### src/rtl/matmul_pkg.sv
// rtl/matmul_pkg.sv - shared widths and FSM state type for the matrix multiply datapath
package matmul_pkg;

  localparam int MM_ADDR_WIDTH = 12;
  localparam int MM_DATA_WIDTH = 32;
  localparam int MM_DIM_WIDTH  = 4;

  typedef enum logic [1:0] {
    ST_IDLE = 2'd0,
    ST_RUN  = 2'd1,
    ST_DONE = 2'd2
  } state_e;

endpackage

### src/rtl/result_fifo.sv
// rtl/result_fifo.sv - synchronous FIFO buffering results ahead of the memory write port
module result_fifo #(
  parameter int DEPTH = 4,
  parameter int WIDTH = 32
) (
  input  logic                     clk,
  input  logic                     rst_n,
  input  logic                     push,
  input  logic [WIDTH-1:0]         din,
  input  logic                     pop,
  output logic [WIDTH-1:0]         dout,
  output logic                     full,
  output logic                     empty,
  output logic [$clog2(DEPTH):0]   count
);

  localparam int AW = $clog2(DEPTH);

  logic [AW:0]      wr_ptr_q, wr_ptr_d;
  logic [AW:0]      rd_ptr_q, rd_ptr_d;
  logic [WIDTH-1:0] storage_q [DEPTH];
  logic             do_push, do_pop;

  // Extra wrap bit distinguishes full from empty when the indices match.
  assign count = wr_ptr_q - rd_ptr_q;
  assign empty = (wr_ptr_q == rd_ptr_q);
  assign full  = (wr_ptr_q[AW] != rd_ptr_q[AW]) && (wr_ptr_q[AW-1:0] == rd_ptr_q[AW-1:0]);
  assign dout  = storage_q[rd_ptr_q[AW-1:0]];

  always_comb begin
    do_push  = push && !full;
    do_pop   = pop && !empty;
    wr_ptr_d = wr_ptr_q + {{AW{1'b0}}, do_push};
    rd_ptr_d = rd_ptr_q + {{AW{1'b0}}, do_pop};
  end

  always_ff @(posedge clk or negedge rst_n) begin
    if (!rst_n) begin
      wr_ptr_q <= '0;
      rd_ptr_q <= '0;
    end else begin
      wr_ptr_q <= wr_ptr_d;
      rd_ptr_q <= rd_ptr_d;
    end
  end

  always_ff @(posedge clk) begin
    if (do_push) begin
      storage_q[wr_ptr_q[AW-1:0]] <= din;
    end
  end

endmodule

### src/rtl/matrix_result_writer.sv
// rtl/matrix_result_writer.sv - writes the row-major C stream to memory at c_base + row*ldc + col
module matrix_result_writer
  import matmul_pkg::*;
#(
  parameter int ADDR_WIDTH = MM_ADDR_WIDTH,
  parameter int DATA_WIDTH = MM_DATA_WIDTH,
  parameter int DIM_WIDTH  = MM_DIM_WIDTH,
  parameter int FIFO_DEPTH = 4
) (
  input  logic                  clk,
  input  logic                  rst_n,
  input  logic                  start,
  input  logic [ADDR_WIDTH-1:0] c_base,
  input  logic [DIM_WIDTH-1:0]  N,
  input  logic [DIM_WIDTH-1:0]  P,
  input  logic [DIM_WIDTH-1:0]  ldc,
  input  logic                  res_valid,
  input  logic [DATA_WIDTH-1:0] res_data,
  output logic                  res_ready,
  output logic                  mem_we,
  output logic [ADDR_WIDTH-1:0] mem_addr,
  output logic [DATA_WIDTH-1:0] mem_wdata,
  input  logic                  mem_ready,
  output logic                  busy,
  output logic                  done,
  output logic                  err_drop
);

  localparam int CNT_W = 2 * DIM_WIDTH;
  localparam int PTR_W = $clog2(FIFO_DEPTH);

  state_e                state_q, state_d;
  logic [ADDR_WIDTH-1:0] row_addr_q, row_addr_d;
  logic [DIM_WIDTH-1:0]  col_q, col_d;
  logic [DIM_WIDTH-1:0]  p_q, p_d;
  logic [DIM_WIDTH-1:0]  ldc_q, ldc_d;
  logic [CNT_W-1:0]      total_q, total_d;
  logic [CNT_W-1:0]      accepted_q, accepted_d;
  logic [CNT_W-1:0]      written_q, written_d;
  logic                  err_drop_q, err_drop_d;

  logic                  push, pop;
  logic                  fifo_full, fifo_empty;
  logic [PTR_W:0]        fifo_count;
  logic [DATA_WIDTH-1:0] fifo_head;

  // Ready never looks at res_valid so the producer can't form a combinational loop.
  assign res_ready = (state_q == ST_RUN) && !fifo_full && (accepted_q < total_q);
  assign push      = res_valid && res_ready && (fifo_count < PTR_W'(FIFO_DEPTH - 1) + 1'b1);
  assign mem_we    = !fifo_empty;
  assign pop       = mem_we && mem_ready;
  assign mem_addr  = mem_we ? (row_addr_q + ADDR_WIDTH'(col_q)) : '0;
  assign mem_wdata = mem_we ? fifo_head : '0;
  assign busy      = (state_q != ST_IDLE);
  assign done      = (state_q == ST_DONE);
  assign err_drop  = err_drop_q;

  result_fifo #(
    .DEPTH (FIFO_DEPTH),
    .WIDTH (DATA_WIDTH)
  ) u_fifo (
    .clk   (clk),
    .rst_n (rst_n),
    .push  (push),
    .din   (res_data),
    .pop   (pop),
    .dout  (fifo_head),
    .full  (fifo_full),
    .empty (fifo_empty),
    .count (fifo_count)
  );

  always_comb begin
    state_d    = state_q;
    row_addr_d = row_addr_q;
    col_d      = col_q;
    p_d        = p_q;
    ldc_d      = ldc_q;
    total_d    = total_q;
    accepted_d = accepted_q;
    written_d  = written_q;
    err_drop_d = err_drop_q;

    case (state_q)
      ST_IDLE: begin
        if (start) begin
          row_addr_d = c_base;
          col_d      = '0;
          p_d        = P;
          ldc_d      = ldc;
          total_d    = CNT_W'(N) * CNT_W'(P);
          accepted_d = '0;
          written_d  = '0;
          err_drop_d = 1'b0;
          state_d    = (total_d == '0) ? ST_DONE : ST_RUN;
        end
      end
      ST_RUN: begin
        if (push) begin
          accepted_d = accepted_q + 1'b1;
        end
        if (pop) begin
          written_d = written_q + 1'b1;
          if (col_q == p_q - 1'b1) begin
            col_d      = '0;
            row_addr_d = row_addr_q + ADDR_WIDTH'(ldc_q);
          end else begin
            col_d = col_q + 1'b1;
          end
          if (written_d == total_q) begin
            state_d = ST_DONE;
          end
        end
      end
      ST_DONE: state_d = ST_IDLE;
      default: state_d = ST_IDLE;
    endcase

    // Outside RUN res_ready is low, so any res_valid there is a drop as well.
    if (res_valid && !res_ready) begin
      err_drop_d = 1'b1;
    end
  end

  always_ff @(posedge clk or negedge rst_n) begin
    if (!rst_n) begin
      state_q    <= ST_IDLE;
      row_addr_q <= '0;
      col_q      <= '0;
      p_q        <= '0;
      ldc_q      <= '0;
      total_q    <= '0;
      accepted_q <= '0;
      written_q  <= '0;
      err_drop_q <= 1'b0;
    end else begin
      state_q    <= state_d;
      row_addr_q <= row_addr_d;
      col_q      <= col_d;
      p_q        <= p_d;
      ldc_q      <= ldc_d;
      total_q    <= total_d;
      accepted_q <= accepted_d;
      written_q  <= written_d;
      err_drop_q <= err_drop_d;
    end
  end

endmodule

### config.mk
export PLATFORM = sky130hd
export DESIGN_NAME = matrix_result_writer
export DESIGN_NICKNAME = d
export VERILOG_FILES = /design/src/rtl/matmul_pkg.sv /design/src/rtl/result_fifo.sv /design/src/rtl/matrix_result_writer.sv
export SDC_FILE = /design/constraint.sdc
export NUM_CORES = 1
export LEC_CHECK = 0
export ABC_AREA = 0
export CAP_MARGIN = 40
export CORE_AREA = 8 8 171 109
export CTS_BUF_LIST = sky130_fd_sc_hd__clkbuf_4 sky130_fd_sc_hd__clkbuf_8
export CTS_CLUSTER_DIAMETER = 100
export DETAILED_ROUTE_END_ITERATION = 6
export DIE_AREA = 0 0 179 117
export MAX_ROUTING_LAYER = met4
export PLACE_DENSITY = 0.81
export SLEW_MARGIN = 15
export SYNTH_ARGS = -nofsm -noshare
export SYNTH_HDL_FRONTEND = slang
export SYNTH_HIERARCHICAL = 1
export SYNTH_SLANG_ARGS = --single-unit
export TNS_END_PERCENT = 100
### constraint.sdc
create_clock -name clk -period 5.99 [get_ports clk]
set_input_delay 1.198 -clock clk [delete_from_list [all_inputs] [get_ports clk]]
set_output_delay 1.198 -clock clk [all_outputs]
set_load 0.02 [all_outputs]
==> impl_metrics.env, run 1 <==
export IMPL_hp_class="reg2reg"
export IMPL_dieWidth_um=179
export IMPL_slew_violations=0
export IMPL_drtPass1Iterations=5
export IMPL_first_global_vias=6169
export IMPL_status="finished, final reports clean"
export IMPL_ant_nets=0
export IMPL_maxSlewHeadroom_pct=37.5
export IMPL_nNetsFinal=892
export IMPL_io_buffers=109
export IMPL_period_share_pct=77.4
export IMPL_area_delta_synth_final_pct=18.1
export IMPL_grt_overflow_total=0
export IMPL_setup_ws_ns=1.36
export IMPL_power_share_combinational_pct=53.3
export IMPL_fin_area_um2=10800
export IMPL_cp_end_kind="output pin"
export IMPL_leakagePower_nw=4.01
export IMPL_cp_start_kind="flip-flop"
export IMPL_tns_ns=0
export IMPL_viasPerCell=5.88
export IMPL_clkLatencyLatePin_ns=0.45
export IMPL_fin_crit_ns=4.63
export IMPL_cts_tree="yes"
export IMPL_drv_cap=0
export IMPL_drive_gt1_share_pct=11.2
export IMPL_skew_ns=0.0114
export IMPL_cts_resized=0
export IMPL_clock_path_buffers=2
export IMPL_syn_num_nets=784
export IMPL_worst_pin_slew_ns=0.931
export IMPL_syn_avg_cell_area_um2=13.4
export IMPL_cp_max_fo=24
export IMPL_pre_cts_slack_ns=1.18
export IMPL_core_area_um2=16300
export IMPL_arrival_ns=3.44
export IMPL_cts_buffers=17
export IMPL_routed_wl_um=19700
export IMPL_setup_viol=0
export IMPL_drcViolationCount=0
export IMPL_path_clk_slew_ns=0.09
export IMPL_postCtsHoldBufs=0
export IMPL_initialDrtViolationCount=397
export IMPL_diodes=0
export IMPL_hold_viol=0
export IMPL_rsz0062_at_grt="no"
export IMPL_synth_area_um2=9110
export IMPL_clock_sinks=185
export IMPL_switching_share_pct=40.9
export IMPL_required_ns=4.79
export IMPL_wl_per_cell_um=19.5
export IMPL_die_area_um2=20900
export IMPL_gp_congestion=0.880
export IMPL_hpwl_um=13900
export IMPL_grt_max_degree=58
export IMPL_synth_cells=679
export IMPL_intPower_mw=3.23
export IMPL_clkPwrFrac_pct=13.6
export IMPL_final_cell_mix="edfxtp_1, clkdlybuf4s50_1, dfrtp_1, nand2_1, nor2b_1"
export IMPL_antenna_found_initial=0
export IMPL_die_h_um=117
export IMPL_cts_htree_levels=4
export IMPL_vias=5937
export IMPL_pwr_share_seq_pct=33.1
export IMPL_grt_pass1_wl_um=32100
export IMPL_max_freq_mhz=216
export IMPL_final_common_cell="edfxtp_1"
export IMPL_postCtsSetupBuffers=0
export IMPL_floorplan_initialDensity_pct=55.7
export IMPL_synth_warnings=6
export IMPL_ctsRootBufferMaster="clkbuf_8"
export IMPL_p_sw_mw=2.24
export IMPL_power_density_nw_per_um2=508
export IMPL_placed_area_um2=10400
export IMPL_irDropWorstVdd_mv=0.362
export IMPL_grt_total_usage_pct=20.4
export IMPL_path_class="reg2out"
export IMPL_ios=110
export IMPL_rows=37
final cells by class:
| type | count | area, µm² |
|---|---|---|
| multi-input cells | 432 | 3600 |
| repair buffers | 121 | 1180 |
| flip-flops and latches | 185 | 5270 |
| clock buffers | 17 | 234 |
| clock inverters | 11 | 100 |
| well taps | 214 | 268 |
| inverters | 30 | 113 |
| fillers | 1162 | 5580 |
worst max-delay path, stage by stage, from the launching register on:
cell	delay, ns
dfrtp_1	0.52
ha_1	0.60
nand2_1	0.22
nor2_4	0.56
buf_4	0.41
nor2b_1	0.11
clkdlybuf4s50_1	0.55
per-stage QoR:
stage	hold slack [ns]	power (mW)	std cells	utilization [%]
2_1_floorplan	0.450	3.68	679	-
3_3_place_gp	0.469	4.65	982	63.8
3_5_place_dp	0.484	4.75	982	63.8
4_1_cts	0.504	5.51	1010	65.9
5_1_grt	0.535	5.81	1010	65.9
6_report	0.497	5.47	1010	65.9
per-layer routing:
layer  up-vias  global-route usage [%]  wire length, µm
met1      2994                    27.2             9050
met3        22                    3.52             1060
met4         0                    6.58              269
met5         -                       -                0
met2       201                    31.7             9300
li1       2720                       -                -
sequential cells by signal, indices dropped and copies added, names as in the netlist:
| register | flops |
|---|---|
| accepted_q | 8 |
| col_q | 4 |
| err_drop | 1 |
| ldc_q | 4 |
| p_q | 4 |
| row_addr_q | 12 |
| state_q | 2 |
| total_q | 8 |
| u_fifo/rd_ptr_q | 3 |
| u_fifo/storage_q | 128 |
| u_fifo/wr_ptr_q | 3 |
| written_q | 8 |
power by group through the flow:
stage	logic, mW	clock network, mW	registers (mW)
floorplan	1.92	0	1.77
global placement	2.83	0	1.82
detailed placement	2.92	0	1.83
CTS	2.94	0.767	1.81
global route	3.15	0.813	1.84
finish	2.91	0.744	1.81
worst paths after layout:
path / startpoint / to / slack (ns) / cells past startpoint
max: u_fifo/wr_ptr_q[1]$_DFF_PN0_ / mem_wdata[3] / 1.36 / 6
min: err_drop$_DFFE_PN0P_ / err_drop$_DFFE_PN0P_ / 0.50 / 2
max reg2reg: state_q[0]$_DFFE_PN0P_ / u_fifo/storage_q[0][22]$_DFFE_PP_ / 1.95 / 6
min reg2reg: err_drop$_DFFE_PN0P_ / err_drop$_DFFE_PN0P_ / 0.50 / 2
max in group asynchronous: rst_n / u_fifo/rd_ptr_q[0]$_DFF_PN0_ / 4.57 / 2
min in group asynchronous: rst_n / row_addr_q[2]$_DFFE_PN0P_ / 0.87 / 2
Power figures use the tool's default switching activity.
==> run 2: changes to the inputs <==
==> constraint.sdc (replaced) <==
create_clock -name clk -period 4.8 [get_ports clk]
set_input_delay 0.96 -clock clk [delete_from_list [all_inputs] [get_ports clk]]
set_output_delay 0.96 -clock clk [all_outputs]
set_load 0.02 [all_outputs]
==> impl_metrics.env, run 2 (synthesis gave the netlist of run 1 again) <==
export IMPL_switching_share_pct=41.8
export IMPL_clock_path_buffers=2
export IMPL_status="finished, final reports clean"
export IMPL_grt_total_usage_pct=20.7
export IMPL_nNetsFinal=891
export IMPL_worst_pin_slew_ns=0.886
export IMPL_worstRegToRegCells=9
export IMPL_die_h_um=117
export IMPL_clock_sinks=185
export IMPL_cts_htree_levels=4
export IMPL_setup_viol=0
export IMPL_skew_ns=0.0190
export IMPL_first_global_vias=6218
export IMPL_ctsRootBufferMaster="clkbuf_8"
export IMPL_vias=5907
export IMPL_hold_ws_ns=0.503
export IMPL_ant_nets=0
export IMPL_die_area_um2=20900
export IMPL_final_cell_mix="edfxtp_1, clkdlybuf4s50_1, dfrtp_1, nand2_1, nor2b_1"
export IMPL_wl_per_cell_um=19.8
export IMPL_placed_cells=981
export IMPL_grt_max_degree=58
export IMPL_drv_cap=0
export IMPL_viasPerCell=5.83
export IMPL_grt_overflow_total=0
export IMPL_postCtsHoldBufs=0
export IMPL_clkLatencyLatePin_ns=0.46
export IMPL_cts_tree="yes"
export IMPL_dieWidth_um=179
export IMPL_path_class="reg2out"
export IMPL_hp_class="reg2reg"
export IMPL_rsz0062_at_grt="no"
export IMPL_postCtsSetupBuffers=0
export IMPL_power_density_nw_per_um2=638
export IMPL_gp_congestion=0.880
export IMPL_pwr_share_seq_pct=32.6
export IMPL_total_power_mw=6.90
export IMPL_holdPathStages=2
export IMPL_intPower_mw=4.01
export IMPL_maxSlewHeadroom_pct=40.9
export IMPL_irDropWorstVdd_mv=0.476
export IMPL_hpwl_um=14000
export IMPL_fillers=1174
export IMPL_seq_area_um2=5270
export IMPL_routed_wl_um=20100
export IMPL_finalCoreUtilization_pct=66.2
export IMPL_final_common_cell="edfxtp_1"
export IMPL_tns_ns=0
export IMPL_rows=37
export IMPL_required_ns=3.84
export IMPL_fin_crit_ns=4.23
export IMPL_cp_start_kind="flip-flop"
export IMPL_period_share_pct=88.1
export IMPL_hold_viol=0
export IMPL_antenna_found_initial=1
export IMPL_area_delta_synth_final_pct=18.7
export IMPL_p_sw_mw=2.88
export IMPL_slew_violations=0
export IMPL_max_freq_mhz=236
export IMPL_initialDrtViolationCount=457
export IMPL_finalNonFillerCells=1014
export IMPL_clkPwrFrac_pct=14.7
export IMPL_drtPass1Iterations=5
export IMPL_cts_buffers=17
export IMPL_drive_gt1_share_pct=11.6
export IMPL_power_share_combinational_pct=52.7
export IMPL_core_area_um2=16300
export IMPL_ios=110
export IMPL_path_clk_slew_ns=0.10
export IMPL_cp_max_fo=38
export IMPL_drcViolationCount=0
export IMPL_leakagePower_nw=4.04
export IMPL_floorplan_initialDensity_pct=55.7
export IMPL_io_buffers=109
export IMPL_cp_end_kind="output pin"
export IMPL_multi_input_area_um2=3600
export IMPL_largest_reg_flops=128
export IMPL_arrival_ns=3.27
export IMPL_grt_pass1_wl_um=32400
export IMPL_cts_resized=0
run 2: cell count changes in the layout (fill, tap and decap cells not counted), moves of 2 or more:
cell,change
clkinv_4,+3
clkinvlp_4,-2
clkinv_8,+3
clkinv_1,-2
buf_4,-2
inv_8,+3
run 2: per-layer routing:
| metal | vias up | part of all wire [%] | GRT usage, % | wire, µm |
|---|---|---|---|---|
| li1 | 2727 | - | - | - |
| met5 | - | 0 | - | 0 |
| met3 | 26 | 5.2 | 3.52 | 1050 |
| met1 | 2962 | 46 | 27.8 | 9230 |
| met2 | 192 | 48 | 32.6 | 9600 |
| met4 | 0 | 1.1 | 5.65 | 211 |
run 2: worst paths after layout:
path	slack, ns	start	to
setup / recovery	0.57	u_fifo/wr_ptr_q[1]$_DFF_PN0_	mem_wdata[28]
hold / removal	0.50	total_q[4]$_DFFE_PN0P_	total_q[4]$_DFFE_PN0P_
setup reg to reg	1.05	u_fifo/wr_ptr_q[1]$_DFF_PN0_	row_addr_q[10]$_DFFE_PN0P_
hold reg to reg	0.50	total_q[4]$_DFFE_PN0P_	total_q[4]$_DFFE_PN0P_
max in group asynchronous	3.61	rst_n	u_fifo/rd_ptr_q[0]$_DFF_PN0_
min in group asynchronous	0.64	rst_n	err_drop$_DFFE_PN0P_
run 2: through the flow:
step | area [µm²] | setup WS, ns
finish | 10800 | 0.571
global route | 10800 | 0.369
CTS | 10800 | 0.531
detailed placement | 10400 | 0.208
global placement | 10400 | 0.363
floorplan | 9120 | 0.218
run 2: area by class of cell:
cell class                      instances  area share (%)
Sequential cell                       185            48.7
Timing Repair Buffer                  120            10.8
Multi-Input combinational cell        432            33.3
Inverter                               30            1.04
Tap cell                              214            2.48
Clock inverter                         14            1.40
Clock buffer                           18            2.23
Antenna cell                            1          0.0231
run 2: power by group through the flow:
stage          Clock, mW  Combinational [mW]  Sequential, mW
2_1_floorplan          0                2.40            2.20
3_3_place_gp           0                3.54            2.25
3_5_place_dp           0                3.64            2.28
4_1_cts             1.03                3.67            2.25
5_1_grt             1.08                3.94            2.29
6_report            1.01                3.63            2.25
run 2: critical path: stages (launching register included):
cell	delay, ns
dfrtp_1	0.50
ha_1	0.58
nand2_1	0.21
nor2_4	0.27
buf_4	0.48
nor2b_1	0.17
clkdlybuf4s50_1	0.58
